==> src/rtl/clk_div_pkg.sv <==
// rtl/clk_div_pkg.sv - shared constants, ratio type and clamp helper for the clock divider
package clk_div_pkg;

    localparam int unsigned MIN_DIV   = 2;
    localparam int unsigned DIV_W_MAX = 32;

    // Widest ratio any channel may use; channels narrow it to their own DIV_WIDTH.
    typedef logic [DIV_W_MAX-1:0] div_t;

    function automatic div_t clamp_div(input div_t n);
        return (n < div_t'(MIN_DIV)) ? div_t'(MIN_DIV) : n;
    endfunction

endpackage

==> src/rtl/clk_div_channel.sv <==
// rtl/clk_div_channel.sv - one divider channel with shadowed ratio applied at period boundaries
module clk_div_channel
    import clk_div_pkg::*;
#(
    parameter int DIV_WIDTH   = 16,
    parameter int DEFAULT_DIV = 4
) (
    input  logic                 clk_in,
    input  logic                 rst_n,
    input  logic                 en,
    input  logic                 wr_en,
    input  logic [DIV_WIDTH-1:0] wr_div,
    input  logic                 resync,
    output logic                 clk_out,
    output logic                 tick,
    output logic                 pending
);

    logic [DIV_WIDTH-1:0] cnt_q, cnt_d;
    logic [DIV_WIDTH-1:0] active_q, active_d;
    logic [DIV_WIDTH-1:0] shadow_q, shadow_d;
    logic                 clk_out_q, clk_out_d;
    logic                 tick_q, tick_d;
    logic                 pending_q, pending_d;
    logic [DIV_WIDTH-1:0] cnt_inc;
    logic [DIV_WIDTH-1:0] wr_clamped;

    assign wr_clamped = DIV_WIDTH'(clamp_div(div_t'(wr_div)));
    assign cnt_inc    = (cnt_q == active_q - DIV_WIDTH'(1)) ? '0 : cnt_q + DIV_WIDTH'(1);

    always_comb begin
        cnt_d     = cnt_q;
        active_d  = active_q;
        shadow_d  = shadow_q;
        clk_out_d = clk_out_q;
        tick_d    = tick_q;
        pending_d = pending_q;

        if (!en) begin
            cnt_d     = '0;
            clk_out_d = 1'b0;
            tick_d    = 1'b0;
            active_d  = shadow_q;
            pending_d = 1'b0;
        end else if (resync) begin
            cnt_d     = '0;
            clk_out_d = 1'b1;
            tick_d    = 1'b1;
            active_d  = shadow_q;
            pending_d = 1'b0;
        end else begin
            cnt_d     = cnt_inc;
            clk_out_d = (cnt_inc < (active_q >> 1));
            tick_d    = (cnt_inc == '0);
            if (cnt_inc == '0) begin
                active_d  = shadow_q;
                pending_d = 1'b0;
            end
        end

        // A write lands after any apply on this edge, so it is judged against the new ratio.
        if (wr_en) begin
            shadow_d  = wr_clamped;
            pending_d = (wr_clamped != active_d);
        end
    end

    always_ff @(posedge clk_in or negedge rst_n) begin
        if (!rst_n) begin
            cnt_q     <= '0;
            active_q  <= DIV_WIDTH'(DEFAULT_DIV);
            shadow_q  <= DIV_WIDTH'(DEFAULT_DIV);
            clk_out_q <= 1'b0;
            tick_q    <= 1'b0;
            pending_q <= 1'b0;
        end else begin
            cnt_q     <= cnt_d;
            active_q  <= active_d;
            shadow_q  <= shadow_d;
            clk_out_q <= clk_out_d;
            tick_q    <= tick_d;
            pending_q <= pending_d;
        end
    end

    assign clk_out = clk_out_q;
    assign tick    = tick_q;
    assign pending = pending_q;

endmodule

==> src/rtl/clk_div_multi.sv <==
// rtl/clk_div_multi.sv - NUM_CH runtime-programmable clock dividers with global resync
module clk_div_multi
    import clk_div_pkg::*;
#(
    parameter int NUM_CH      = 4,
    parameter int DIV_WIDTH   = 16,
    parameter int DEFAULT_DIV = 4
) (
    input  logic                      clk_in,
    input  logic                      rst_n,
    input  logic [NUM_CH-1:0]         ch_en,
    input  logic                      wr_en,
    input  logic [$clog2(NUM_CH)-1:0] wr_ch,
    input  logic [DIV_WIDTH-1:0]      wr_div,
    input  logic                      resync,
    output logic [NUM_CH-1:0]         clk_out,
    output logic [NUM_CH-1:0]         tick,
    output logic [NUM_CH-1:0]         pending
);

    logic [NUM_CH-1:0] wr_sel;

    for (genvar i = 0; i < NUM_CH; i++) begin : g_ch
        // Out-of-range channel numbers match no index and the write is dropped.
        assign wr_sel[i] = wr_en && (int'(wr_ch) == i);

        clk_div_channel #(
            .DIV_WIDTH   (DIV_WIDTH),
            .DEFAULT_DIV (DEFAULT_DIV)
        ) u_ch (
            .clk_in  (clk_in),
            .rst_n   (rst_n),
            .en      (ch_en[i]),
            .wr_en   (wr_sel[i]),
            .wr_div  (wr_div),
            .resync  (resync),
            .clk_out (clk_out[i]),
            .tick    (tick[i]),
            .pending (pending[i])
        );
    end

endmodule
==> config.mk <==
export PLATFORM = sky130hd
export DESIGN_NAME = clk_div_multi
export DESIGN_NICKNAME = d
export VERILOG_FILES = /design/src/rtl/clk_div_pkg.sv /design/src/rtl/clk_div_channel.sv /design/src/rtl/clk_div_multi.sv
export SDC_FILE = /design/constraint.sdc
export NUM_CORES = 1
export LEC_CHECK = 0
export BUFFER_PORTS_ARGS = -buffer_cell sky130_fd_sc_hd__buf_2
export CORE_MARGIN = 2
export CORE_UTILIZATION = 35
export DETAILED_ROUTE_END_ITERATION = 6
export SETUP_SLACK_MARGIN = 0.15
export SLEW_MARGIN = 30
export SYNTH_ARGS = -nofsm -noshare
export SYNTH_HDL_FRONTEND = slang
export SYNTH_SLANG_ARGS = --single-unit
export TNS_END_PERCENT = 10
==> constraint.sdc <==
create_clock -name clk_in -period 8.9 [get_ports clk_in]
set_clock_uncertainty 0.15 [all_clocks]
set_input_delay 1.78 -clock clk_in [delete_from_list [all_inputs] [get_ports clk_in]]
set_output_delay 1.78 -clock clk_in [all_outputs]
set_load 0.02 [all_outputs]
## After elaboration in Yosys (flattened, before gate mapping)

Index checks and enable logic that the tools add are counted.

- Output and inout bits: 12
- Register bits after elaboration: 204
- Input port bits: 26
- Logic and storage cells: 118

- Eq/ne operators: 15
- $add $sub $neg: 8
- Reductions and logical operators: 9
- Magnitude comparators: 5
- Multiplexer cells: 57

Operator list:

| cell | number |
|---|---|
| $mux 16 | 25 |
| $add 16x1->16 const B | 4 |
| $eq 16x16->1 | 4 |
| $logic_not 16->1 | 4 |
| $lt 16x15->1 | 4 |
| $ne 16x16->1 | 4 |
| $sub 16x1->16 const B | 4 |
| $mux 1 | 32 |
| $lt 16x2->1 const B | 1 |
| $ne 4x1->1 const B | 4 |
| $eq 2x2->1 const B | 2 |
| $logic_and 1x1->1 | 4 |
| $eq 2x1->1 const B | 1 |
| $logic_not 2->1 | 1 |

## Longest topological paths before layout

Gate-level depths: netlist of the first run.

- Depth after elaboration: 9
- Gate-level depth with buffers: 20
- Mapped depth without buffers: 18

## By module

Synthesis of the first run repeated with hierarchy kept, for this count alone.

- Cell total of the unflattened synthesis: 1655
- Area total of the unflattened synthesis: 14734.1 um^2

Modules (own cells, without submodules):

| module | seq. area each (um^2) | area an instance (um^2) | times used | cells each |
|---|---|---|---|---|
| clk_div_channel (g_ch[1].u_ch) | 1278.7 | 3721.1 | 1 | 416 |
| clk_div_channel (g_ch[3].u_ch) | 1278.7 | 3686.0 | 1 | 419 |
| clk_div_channel (g_ch[2].u_ch) | 1278.7 | 3672.3 | 1 | 402 |
| clk_div_channel (g_ch[0].u_ch) | 1278.7 | 3617.2 | 1 | 414 |
| clk_div_multi | 0.0 | 37.5 | 1 | 4 |

## Least setup slack after synthesis of the first run

OpenSTA, ideal clock, no wires.

- Kind: register -> register
- Start point: register g_ch[0].u_ch.active_q[0]
- End point: register g_ch[0].u_ch.clk_out_q
- Data arrival time: 4.207 ns
- Path slack: 4.478 ns
- Cell stages (with the launch flop): 20
- Clock period less this slack: 4.422 ns
- Library setup time: 0.065 ns
- Path buffers: 2
- Cells stage by stage: dfrtp_1 clkbuf_1 inv_1 ha_1 or3b_2 a2111oi_0 o21ai_0 a22o_1 nor4_1 clkbuf_1 nor2_1 ha_1 a21oi_1 nor2b_1 o21ai_0 nand2b_1 a211oi_1 o221a_2 o211ai_1 nand2_1

- Longest elaborated chain between the ends: 6

RTL lines:

| element | RTL line | source |
|---|---|---|
| from (decl) | clk_div_channel.sv:20 | `logic [DIV_WIDTH-1:0] active_q, active_d;` |
| from (signal assigned) | clk_div_channel.sv:71 | `active_q <= DIV_WIDTH'(DEFAULT_DIV);` |
| from (signal assigned) | clk_div_channel.sv:78 | `active_q <= active_d;` |
| $sub 16x1->16 | clk_div_channel.sv:29 | `assign cnt_inc = (cnt_q == active_q - DIV_WIDTH'(1)) ? '0 : cnt_q + DIV_WIDTH'(1);` |
| $eq 16x16->1 | clk_div_channel.sv:29 |  |
| $mux 16 | clk_div_channel.sv:29 |  |
| $lt 16x15->1 | clk_div_channel.sv:53 | `clk_out_d = (cnt_inc < (active_q >> 1));` |
| $mux 1 | clk_div_channel.sv:45 | `end else if (resync) begin` |
| $mux 1 | clk_div_channel.sv:39 | `if (!en) begin` |
| net g_ch[0].u_ch.clk_out_d | clk_div_channel.sv:22 | `logic clk_out_q, clk_out_d;` |
| to (signal assigned) | clk_div_channel.sv:80 | `clk_out_q <= clk_out_d;` |
| to (decl) | clk_div_channel.sv:22 |  |

The timed path passes the listed nets, and every way through them passes these cells.
A chain may end at the register's enable or synchronous reset.

## Worst setup path in the final report of the first run

- Start point: register g_ch[2].u_ch.active_q[5]
- End point: register g_ch[2].u_ch.clk_out_q

- Longest elaborated chain between the ends: 6

RTL lines:

| element | RTL line |
|---|---|
| from (decl) | clk_div_channel.sv:20 |
| from (signal assigned) | clk_div_channel.sv:71 |
| from (signal assigned) | clk_div_channel.sv:78 |
| $sub 16x1->16 | clk_div_channel.sv:29 |
| $eq 16x16->1 | clk_div_channel.sv:29 |
| $mux 16 | clk_div_channel.sv:29 |
| $lt 16x15->1 (*) | clk_div_channel.sv:53 |
| $mux 1 (*) | clk_div_channel.sv:45 |
| $mux 1 (*) | clk_div_channel.sv:39 |
| net g_ch[2].u_ch.clk_out_d | clk_div_channel.sv:22 |
| to (signal assigned) | clk_div_channel.sv:80 |
| to (decl) | clk_div_channel.sv:22 |

The timed path passes the listed nets; every way through them passes the cells marked *.

==> results of run 1 <==
==> routing by layer <==
metal / GRT usage, % / vias up
met5: 0 / -
met4: 5.43 / 0
met3: 2.32 / 73
met2: 30.6 / 331
met1: 26.1 / 5843
li1: - / 5722
==> cell type report <==
| type | count | share of cell area [%] |
|---|---|---|
| Timing Repair Buffer | 50 | 1.87 |
| Clock buffer | 32 | 4.35 |
| Tap cell | 532 | 4.19 |
| Clock inverter | 13 | 1.22 |
| Inverter | 103 | 2.43 |
| Multi-Input combinational cell | 1233 | 53.8 |
| Sequential cell | 204 | 32.2 |
==> registers in the layout (all words and copies together), names as in the netlist <==
name / cells
g_ch.u_ch.clk_out: 4
g_ch.u_ch.tick: 4
g_ch.u_ch.cnt_q: 64
g_ch.u_ch.active_q: 64
g_ch.u_ch.pending: 4
g_ch.u_ch.shadow_q: 64
==> synth_stat cells (all sizes together) (14+ instances only) <==
cell type / number / area (um^2)
o21ai: 99 / 499
buf: 43 / 250
nor4: 44 / 318
nand2b: 15 / 93.8
clkbuf: 80 / 300
mux2i: 23 / 230
nor3: 46 / 240
mux2: 70 / 796
nand4: 35 / 219
nand3: 59 / 295
nor2b: 31 / 194
dfrtp: 196 / 4900
ha: 64 / 801
a21oi: 36 / 180
nand2: 115 / 434
o22ai: 17 / 106
xor2: 101 / 885
nor2: 163 / 617
xnor2: 102 / 893
a31oi: 14 / 87.6
inv: 101 / 379
==> through the flow <==
stage	std cells	hold slack [ns]
floorplan	1663	0.294
global placement	2121	0.317
detailed placement	2121	0.315
CTS	2166	0.328
global route	2167	0.354
finish	2167	0.325
==> power by group <==
part	internal (uW)	switching (uW)	total (uW)
sequential	1050	183	1230
combinational	299	380	679
clock	691	417	1110
total	2040	980	3020
==> cell families after synthesis <==
kind of cell / count (synthesis) / synth area share, %
muxes: 93 / 7.04
buffers and inverters: 226 / 6.43
DFF: 204 / 35.1
xor gates and xnor gates: 203 / 12.2
AOI/OAI and AO/OA: 275 / 12.5
adders and majority gates: 64 / 5.50
and+or+nand+nor: 598 / 21.2
==> path summary, 6_finish.rpt <==
kind	from	end	cells after the start
min in group asynchronous	rst_n	g_ch[3].u_ch.cnt_q[5]$_DFF_PN0_	1
max in group asynchronous	rst_n	g_ch[0].u_ch.tick$_DFF_PN0_	2
worst max register to register	g_ch[2].u_ch.active_q[5]$_DFF_PN0_	g_ch[2].u_ch.clk_out$_DFF_PN0_	16
worst min-delay path	g_ch[2].u_ch.shadow_q[1]$_DFFE_PN0P_	g_ch[2].u_ch.shadow_q[1]$_DFFE_PN0P_	2
worst max-delay path	g_ch[2].u_ch.active_q[5]$_DFF_PN0_	g_ch[2].u_ch.clk_out$_DFF_PN0_	16
worst min register to register	g_ch[2].u_ch.shadow_q[1]$_DFFE_PN0P_	g_ch[2].u_ch.shadow_q[1]$_DFFE_PN0P_	2
==> critical path, delay by kind of cell, from the launching register on <==
kind	cells	cell delay, ns
adder cells (fa/ha/maj)	1	0.32
AND/OR/NAND/NOR	8	2.61
flip-flops	1	0.46
AO/OA/AOI/OAI	7	1.24
==> results.md, run 1 <==
| Group | Item | This run |
|:---|:---|:---|
| routing | Remaining number of nets flagged by the antenna check after routing | 0 |
| routing | Total Routed Length | 40800 um |
| sta | Slew at the pin closest to its max-slew limit | 0.881 ns |
| finish | Area overhead of the layout relative to synthesis | 9.10% |
| worst setup path | CP max FO | 17 |
| finish | Area taken by multi-input logic gates | 8550 um^2 |
| routing | Uppermost layer routed | met4 |
| clock network | Clock latency reported for the late side of the worst-skew pair | 0.54 ns |
| worst setup path | Critical path class | flop to flop |
| routing | Total vias in the final route | 12000 |
| grt | Maximum number of pins on one net before global-route repair | 84 |
| clock network | Number of buffers inserted to repair setup after CTS | 0 |
| routing | WL/cell | 18.8 um |
| logic synthesis | Post-synthesis cell area | 14600 um^2 |
| finish | Commonest non-fill, non-tap cells in the layout | dfrtp_1, nor2_1, nand2_1, xnor2_1 |
| placement | Half-perimeter wire length of the detailed placement result | 29900 um |
| floorplanning | Floorplan die height | 208 um |
| logic synthesis | Synth Flop Type | dfrtp_1 |
| clock network | Clock tree from TritonCTS | yes |
| worst setup path | Critical Path Sink Type | flop |
| run | Number of max-cap violations | 0 |
| sta | Fmax achieved | 0.205 GHz |
| finish | Antenna cell count | 0 |
| logic synthesis | Count of yosys warnings during synthesis | 0 |
| floorplanning | Boundary pin count | 38 |
| routing | Pre-antenna DRT Iters | 5 |
| sta | Final Max Tran Viols | 0 |
| logic synthesis | Avg Cell Area, Syn | 8.76 um^2 |
| clock network | Clk root buf | clkbuf_16 |
| logic synthesis | Flip-flop and latch count after synthesis | 204 |
| placement | Cell area reported after detailed placement | 15000 um^2 |
| sta | Final Cycle Share | 54.9% |
| routing | Via density per instance | 5.52 |
| grt | Initial antenna violation count | 0 |
| worst setup path | Most used cell, CP | nor4_1 |
| finish | Fillers | 4072 |
| finish | Fraction of the core area covered by cells at the end of the flow | 38.8% |
| logic synthesis | Synth cell types | 85 |
| sta | Least setup slack across all paths after layout | 4.02 ns |
| sta | Final count of negative-setup-slack endpoints | 0 |
| floorplanning | Die width | 208 um |
| clock network | Maximum clock path buffer count | 3 |
| placement | Number of buffers inserted by port buffering | 37 |
| routing | Post-route DRC | 0 |
| power | Power density over the cells | 190 nW/um^2 |
| floorplanning | Starting density of the core | 35.6% |
| floorplanning | Std-Cell Core Area | 40900 um^2 |
| floorplanning | Count of standard-cell rows | 74 |
| logic synthesis | Async set-reset flop share out of synthesis | 100% |
| worst setup path | Critical path arrival | 5.19 ns |
| clock network | CTS H-tree lvls | 1 |
| sta | Post-layout min period | 4.88 ns |
| routing | Routed length on met2 | 18500 um |
| placement | Weighted congestion at the end of routability-driven global placement | 0.944 |
| floorplanning | Full die area | 43300 um^2 |
| worst setup path | Crit path max-delay cell type | nor4_1 |
| logic synthesis | Sequential fraction of the synthesis area | 35.1% |
| grt | GRT Resource Usage Total | 18.8% |
| logic synthesis | Synthesized net count | 1753 |
| min path | Hold Crit Class | flop to flop |
| sta | Final-report hold violation count | 0 |
| routing | Met3 WL post-DR | 1990 um |
| clock network | Num CTS Buffers | 25 |
| worst setup path | Crit path largest cell delay | 0.72 ns |
| logic synthesis | Gate Count Post-Synth | 1663 |
| worst setup path | Worst reg-to-reg setup slack | 4.02 ns |
| grt | Gr ovfl total | 0 |
| finish | Area used by sequential logic in the layout | 5110 um^2 |
| finish | Commonest non-fill, non-tap cell in the layout | dfrtp_1 |
| power | Overall power after layout | 3020 uW |
| logic synthesis | Number of flops mapped to enable cells by yosys | 0 |
| clock network | Total of cells resized after clock tree synthesis | 0 |
| sta | Unrepaired setup endpoints after global routing | no |
| clock network | Clock transition at path regs | 0.06 ns |
| grt | First-pass GRT wire length | 66400 um |
| finish | Net total in the final layout | 1707 |
| worst setup path | List of cells traversed by the critical path | nor4_1 -> nand2_1 -> nor4_1 -> a21oi_1 -> nor4_1 -> and3_1 -> nor2_1 -> ha_1 -> a21o_1 -> a21oi_1 -> nor2b_1 -> o21ai_0 -> nand2b_1 -> a221oi_1 -> o21ai_0 -> a31oi_1 |
| worst setup path | Req. time, crit path | 9.21 ns |
| sta | Total negative slack | 0 ns |
| worst setup path | Crit start category | flop |
| routing | Met1 Routed Length | 19100 um |
| power | P_leak | 0.00680 uW |
| sta | Worst-case headroom to the max-slew limit | 41.2% |
| power | Worst voltage drop across the vdd grid | 0.130 mV |
| finish | Share of post-route cells with drive strength above 1 | 12.4% |
| routing | Initial detailed-routing violation count | 794 |
| grt | Number of global-route vias before repair | 11900 |
| clock network | Number of sinks driven by the clock tree | 204 |
| placement | Placement-stage worst setup slack | 4.03 ns |
| clock network | Hold buffer count at cts | 0 |
| finish | Fin area | 15900 um^2 |
| outcome | Outcome | completed |
Note: power is estimated with default switching activity, not from simulation.
==> inputs of run 2 (changes only) <==
- ABC_AREA: default -> 1
- clock period: 8.9 -> 4.8 ns (I/O delays scaled with it)
==> results.md, run 2 <==
| Group | Item | This run |
|:---|:---|:---|
| clock network | Maximum clock path buffer count | 3 |
| worst setup path | Crit start category | flop |
| worst setup path | Reg-to-reg startpoint | g_ch[1].u_ch.active_q[0]$_DFF_PN0_ |
| grt | GRT Resource Usage Total | 20.4% |
| logic synthesis | Number of flops mapped to enable cells by yosys | 0 |
| logic synthesis | Cell taking the most area after synthesis | dfrtp_1 |
| routing | Remaining number of nets flagged by the antenna check after routing | 0 |
| power | Worst voltage drop across the vdd grid | 0.249 mV |
| clock network | Number of sinks driven by the clock tree | 204 |
| worst setup path | Worst reg-to-reg setup slack | 0.59 ns |
| floorplanning | Full die area | 44700 um^2 |
| worst setup path | Worst setup startpoint | g_ch[1].u_ch.active_q[0]$_DFF_PN0_ |
| worst setup path | Req. time, crit path | 5.15 ns |
| routing | Post-route DRC | 0 |
| min path | Hold Crit Class | primary input to asynchronous set/reset pin |
| worst setup path | Critical Path Sink Type | flop |
| logic synthesis | Synth Flop Type | dfrtp_1 |
| sta | Fmax achieved | 0.238 GHz |
| floorplanning | Die width | 211 um |
| clock network | Clock latency reported for the late side of the worst-skew pair | 0.58 ns |
| floorplanning | Std-Cell Core Area | 42800 um^2 |
| sta | Final-report hold violation count | 0 |
| finish | Net total in the final layout | 2352 |
| routing | Total vias in the final route | 14400 |
| logic synthesis | Synth cell types | 45 |
| grt | Initial antenna violation count | 1 |
| power | Overall power after layout | 5780 uW |
| finish | Leading registers by flop count | g_ch.u_ch.active_q x64, g_ch.u_ch.cnt_q x64, g_ch.u_ch.shadow_q x64 |
| logic synthesis | Top cells by instance count after synthesis | nand2_1, inv_1, nor2_1 |
| logic synthesis | Flip-flop and latch count after synthesis | 204 |
| power | P_leak | 0.00894 uW |
| finish | Commonest non-fill, non-tap cell in the layout | nand2_1 |
| worst setup path | Critical path arrival | 4.55 ns |
| routing | WL/cell | 15.9 um |
| sta | Unrepaired setup endpoints after global routing | no |
| floorplanning | Floorplan die height | 211 um |
| grt | Number of global-route vias before repair | 14000 |
| logic synthesis | Post-synth top area share | 32.6% |
| logic synthesis | Count of yosys warnings during synthesis | 0 |
| sta | Final Cycle Share | 87.7% |
| clock network | Hold buffer count at cts | 0 |
| placement | Number of buffers inserted by port buffering | 37 |
| grt | Maximum number of pins on one net before global-route repair | 109 |
| finish | Area overhead of the layout relative to synthesis | 10.6% |
| finish | Commonest non-fill, non-tap cells in the layout | nand2_1, inv_1, nor2_1, nand3_1, dfrtp_1 |
| logic synthesis | Top area cells in the synthesized netlist | dfrtp_1, nand2_1, nand3_1, inv_1, nor2_1 |
| logic synthesis | Most repeated cell in the gate-level netlist after synthesis | nand2_1 |
| worst setup path | Number of cells on the worst reg-to-reg path | 22 |
| clock network | Num CTS Buffers | 26 |
| clock network | Clk root buf | clkbuf_16 |
| finish | Share of post-route cells with drive strength above 1 | 7.84% |
| run | Number of max-cap violations | 0 |
| logic synthesis | Sequential fraction of the synthesis area | 34.0% |
| routing | Pre-antenna DRT Iters | 5 |
| worst setup path | End of the critical path | g_ch[1].u_ch.clk_out$_DFF_PN0_ |
| finish | Antenna cell count | 0 |
| sta | Final Max Tran Viols | 0 |
| placement | Weighted congestion at the end of routability-driven global placement | 0.926 |
| placement | Half-perimeter wire length of the detailed placement result | 33400 um |
| logic synthesis | Avg Cell Area, Syn | 6.71 um^2 |
| routing | Via density per instance | 5.11 |
| logic synthesis | Post-synthesis cell area | 15100 um^2 |
| sta | Slew at the pin closest to its max-slew limit | 0.779 ns |
| clock network | Number of buffers inserted to repair setup after CTS | 0 |
| outcome | Outcome | completed |
| worst setup path | Worst R2R End | g_ch[1].u_ch.clk_out$_DFF_PN0_ |
| power | Power density over the cells | 347 nW/um^2 |
| grt | Gr ovfl total | 0 |
| clock network | Total of cells resized after clock tree synthesis | 0 |
| finish | Fillers | 4528 |
| sta | Post-layout min period | 4.21 ns |
| floorplanning | Starting density of the core | 35.2% |
| worst setup path | Critical path class | flop to flop |
| grt | First-pass GRT wire length | 73400 um |
| sta | Worst-case headroom to the max-slew limit | 48.0% |
| routing | Initial detailed-routing violation count | 986 |
| clock network | Clock transition at path regs | 0.06 ns |
| worst setup path | CP max FO | 18 |
| clock network | Clock tree from TritonCTS | yes |
| logic synthesis | Async set-reset flop share out of synthesis | 100% |
| logic synthesis | Gate Count Post-Synth | 2246 |
| clock network | CTS H-tree lvls | 1 |
| sta | Total negative slack | 0 ns |
| floorplanning | Boundary pin count | 38 |
| sta | Final count of negative-setup-slack endpoints | 0 |
| logic synthesis | Synthesized net count | 2336 |
| floorplanning | Count of standard-cell rows | 76 |
| routing | Total Routed Length | 44900 um |
run 2: cell count changes after synthesis, moves of 52 or more:
cell and delta:
xor2_1 -52, nand3_1 +176, nand2_1 +582, mux2_2 -68
inv_1 +183, nor2_1 +77, xnor2_1 -73
run 2: power breakdown:
part | total (uW) | internal (uW) | switching [uW] | leakage, uW
combinational | 1390 | 483 | 912 | 0.00584
sequential | 2140 | 1920 | 215 | 0.00262
clock | 2250 | 1430 | 819 | 0.000489
run 2: how the worst min path moves through the flow:
stage	startpoint	end	slack, ns
after floorplan	g_ch[0].u_ch.shadow_q[10]$_DFFE_PN0P_	g_ch[0].u_ch.shadow_q[10]$_DFFE_PN0P_	0.30
after global placement	g_ch[3].u_ch.shadow_q[9]$_DFFE_PN0P_	g_ch[3].u_ch.shadow_q[9]$_DFFE_PN0P_	0.32
after detailed placement	g_ch[3].u_ch.shadow_q[4]$_DFFE_PN0P_	g_ch[3].u_ch.shadow_q[4]$_DFFE_PN0P_	0.32
after CTS	g_ch[2].u_ch.shadow_q[9]$_DFFE_PN0P_	g_ch[2].u_ch.shadow_q[9]$_DFFE_PN0P_	0.34
after global routing	rst_n	g_ch[3].u_ch.cnt_q[5]$_DFF_PN0_	0.18
final	rst_n	g_ch[3].u_ch.shadow_q[8]$_DFFE_PN0P_	0.16
run 2: final cells by class:
| class | count | area, um^2 | area share, % |
|---|---|---|---|
| Clock inverter | 16 | 267 | 1.60 |
| Inverter | 291 | 1090 | 6.56 |
| Clock buffer | 32 | 713 | 4.28 |
| Sequential cell | 204 | 5110 | 30.7 |
| Timing Repair Buffer | 56 | 358 | 2.15 |
| Multi-Input combinational cell | 1683 | 8430 | 50.6 |
| Tap cell | 546 | 683 | 4.10 |
run 2: layer usage:
layer  share of wire, %  wire length, um  vias to the layer above  global-route usage [%]
li1                   -                -                     7199                       -
met2                 45            20200                      390                    33.8
met5                  0                0                        -                       0
met1                 45            20400                     6760                    27.4
met4                3.3             1480                        0                    6.51
met3                6.4             2870                       92                    3.19
run 2: kinds of logic (layout without fill, tap and decap cells):
kind of cell	Yosys count	count (layout)	synth area share, %
compound gates	176	176	6.58
xor+xnor	78	78	4.54
buf+inv	359	395	10.1
simple gates	1365	1365	39.5
flops	204	204	34.0
fa+ha+maj	64	64	5.32
run 2: critical path: stages, from the launching register on:
cell and delay (ns):
dfrtp_1 0.42, inv_1 0.15, ha_1 0.29, nand2_2 0.16, nor2_4 0.16, nand2_1 0.06
nand2_1 0.05, nand2_1 0.05, inv_1 0.05, nor2_1 0.04, nand2_1 0.05, nor2_1 0.04
nand2_1 0.34, clkinv_1 0.55, nor2_1 0.32, ha_1 0.29, inv_1 0.08, nor3_1 0.05
a211oi_1 0.17, nor2_1 0.08, a2111oi_0 0.28, nand2_1 0.16, a21oi_1 0.15
run 2: through the flow:
step	std cells	instance area [um^2]	worst slack, ns	util [%]	hold slack, ns
3_3_place_gp	2779	15700	0.696	36.6	0.317
5_1_grt	2828	16700	0.168	38.9	0.179
6_report	2828	16700	0.592	38.9	0.162
4_1_cts	2827	16600	0.593	38.9	0.339
3_5_place_dp	2779	15700	0.629	36.6	0.323
2_1_floorplan	2246	15100	1.10	-	0.303
==> inputs of run 3 (changes only) <==
- ABC_AREA: 1 -> default
==> results.md, run 3 (synthesized netlist as in run 1, its figures left out) <==
| Group | Item | This run |
|:---|:---|:---|
| finish | Commonest non-fill, non-tap cell in the layout | dfrtp_1 |
| sta | Final Cycle Share | 91.4% |
| placement | Placement-stage worst setup slack | 0.312 ns |
| clock network | CTS H-tree lvls | 1 |
| routing | Remaining number of nets flagged by the antenna check after routing | 0 |
| grt | Maximum number of pins on one net before global-route repair | 91 |
| power | Power density over the cells | 338 nW/um^2 |
| grt | Initial antenna violation count | 1 |
| routing | Total Routed Length | 41700 um |
| worst setup path | Req. time, crit path | 5.06 ns |
| finish | Commonest non-fill, non-tap cells in the layout | dfrtp_1, nor2_1, nand2_1, xnor2_1 |
| clock network | Clock transition at path regs | 0.06 ns |
| routing | WL/cell | 19.0 um |
| floorplanning | Boundary pin count | 38 |
| sta | Post-layout min period | 4.39 ns |
| sta | Final Max Tran Viols | 0 |
| floorplanning | Starting density of the core | 35.6% |
| finish | Fin area | 16000 um^2 |
| worst setup path | Crit path largest cell delay | 0.49 ns |
| floorplanning | Die width | 208 um |
| placement | Half-perimeter wire length of the detailed placement result | 30700 um |
| placement | Weighted congestion at the end of routability-driven global placement | 0.925 |
| sta | Final-report hold violation count | 0 |
| worst setup path | Sum of buffers and inverters on the critical path | 2 |
| worst setup path | Family with the most delay on the worst path | compound AO/OA/AOI/OAI gates |
| min path | Hold Crit Class | primary input to asynchronous set/reset pin |
| sta | Worst-case headroom to the max-slew limit | 42.2% |
| finish | Area overhead of the layout relative to synthesis | 9.81% |
| sta | Final count of negative-setup-slack endpoints | 0 |
| floorplanning | Full die area | 43300 um^2 |
| worst setup path | List of cells traversed by the critical path | inv_1 -> ha_1 -> nand3_1 -> nand3b_1 -> xnor2_1 -> nand4_1 -> a2111oi_4 -> buf_4 -> nor2_1 -> ha_1 -> a21o_1 -> a21o_1 -> a21oi_1 -> a2111oi_0 -> o21ai_0 -> o2111ai_1 -> a31oi_1 |
| routing | Total vias in the final route | 12100 |
| worst setup path | Critical Path Sink Type | flop |
| worst setup path | CP max FO | 7 |
| sta | Slew at the pin closest to its max-slew limit | 0.861 ns |
| run | Number of max-cap violations | 0 |
| finish | Leading registers by flop count | g_ch.u_ch.active_q x64, g_ch.u_ch.cnt_q x64, g_ch.u_ch.shadow_q x64 |
| clock network | Clk root buf | clkbuf_16 |
| worst setup path | Crit path max-delay cell type | a2111oi_0 |
| grt | First-pass GRT wire length | 67200 um |
| clock network | Maximum clock path buffer count | 3 |
| clock network | Clock latency reported for the late side of the worst-skew pair | 0.56 ns |
| clock network | Number of sinks driven by the clock tree | 204 |
| grt | GRT Resource Usage Total | 19.1% |
| finish | Share of post-route cells with drive strength above 1 | 13.5% |
| power | Worst voltage drop across the vdd grid | 0.210 mV |
| routing | Initial detailed-routing violation count | 1101 |
| worst setup path | Critical path class | flop to flop |
| clock network | Num CTS Buffers | 25 |
| floorplanning | Floorplan die height | 208 um |
| sta | Fmax achieved | 0.228 GHz |
| grt | Gr ovfl total | 0 |
| placement | Number of buffers inserted by port buffering | 37 |
| grt | Number of global-route vias before repair | 11800 |
| sta | Unrepaired setup endpoints after global routing | yes |
| floorplanning | Std-Cell Core Area | 40900 um^2 |
| floorplanning | Count of standard-cell rows | 74 |
| sta | Total negative slack | 0 ns |
| placement | Cell area reported after detailed placement | 15200 um^2 |
| clock network | Hold buffer count at cts | 0 |
| outcome | Outcome | completed |
| worst setup path | Crit start category | flop |
| routing | Post-route DRC | 0 |
| clock network | Clock tree from TritonCTS | yes |
| routing | Via density per instance | 5.50 |
| worst setup path | Critical path arrival | 4.64 ns |
| sta | Least setup slack across all paths after layout | 0.413 ns |
| routing | Pre-antenna DRT Iters | 7 |
| finish | Net total in the final layout | 1737 |
| power | P_leak | 0.00688 uW |
run 3: worst paths after layout:
kind / from / endpoint / slack, ns / cells after the start
max in group asynchronous: rst_n / g_ch[0].u_ch.shadow_q[2]$_DFFE_PN1P_ / 3.14 / 2
max: g_ch[1].u_ch.active_q[1]$_DFF_PN0_ / g_ch[1].u_ch.clk_out$_DFF_PN0_ / 0.41 / 17
min in group clk_in: g_ch[3].u_ch.shadow_q[1]$_DFFE_PN0P_ / g_ch[3].u_ch.shadow_q[1]$_DFFE_PN0P_ / 0.34 / 2
min reg2reg: g_ch[3].u_ch.shadow_q[1]$_DFFE_PN0P_ / g_ch[3].u_ch.shadow_q[1]$_DFFE_PN0P_ / 0.34 / 2
min: rst_n / g_ch[3].u_ch.cnt_q[9]$_DFF_PN0_ / 0.29 / 1
max reg2reg: g_ch[1].u_ch.active_q[1]$_DFF_PN0_ / g_ch[1].u_ch.clk_out$_DFF_PN0_ / 0.41 / 17
run 3: final cells by class:
cell class	count	area, um^2
Fill cell	4065	24900
Multi-Input combinational cell	1233	8540
Sequential cell	204	5110
Clock buffer	37	681
Tap cell	532	666
Timing Repair Buffer	80	531
Inverter	103	387
Clock inverter	9	76.3
Antenna cell	1	2.50
run 3: where the power goes:
group          leakage [uW]  internal [uW]  total [uW]  switching (uW)
Clock              0.000371           1030        1810             774
Combinational       0.00392            585        1340             752
Sequential          0.00259           1940        2260             318
Total               0.00688           3560        5400            1840
run 3: repair_timing:
item | 4_1_cts | 5_1_grt
setup endpoints to repair | 0 | 5
buffers inserted | 0 | 2
resized for setup | 0 | 2
run 3: per-layer routing:
metal | wire (um) | track usage [%] | vias to the layer above
met3 | 2330 | 2.67 | 69
li1 | - | - | 5802
met4 | 998 | 4.89 | 0
met1 | 19900 | 28.1 | 5867
met5 | 0 | 0 | -
met2 | 18400 | 29.4 | 365
run 3: stage by stage:
| step | power [uW] | utilization (%) | hold slack (ns) | instances |
|---|---|---|---|---|
| CTS | 5430 | 39.0 | 0.323 | 2196 |
| finish | 5400 | 39.1 | 0.287 | 2199 |
| global route | 5710 | 39.1 | 0.348 | 2199 |
| floorplan | 3180 | - | 0.294 | 1663 |
| detailed placement | 3600 | 37.2 | 0.320 | 2150 |
| global placement | 3570 | 37.2 | 0.313 | 2150 |
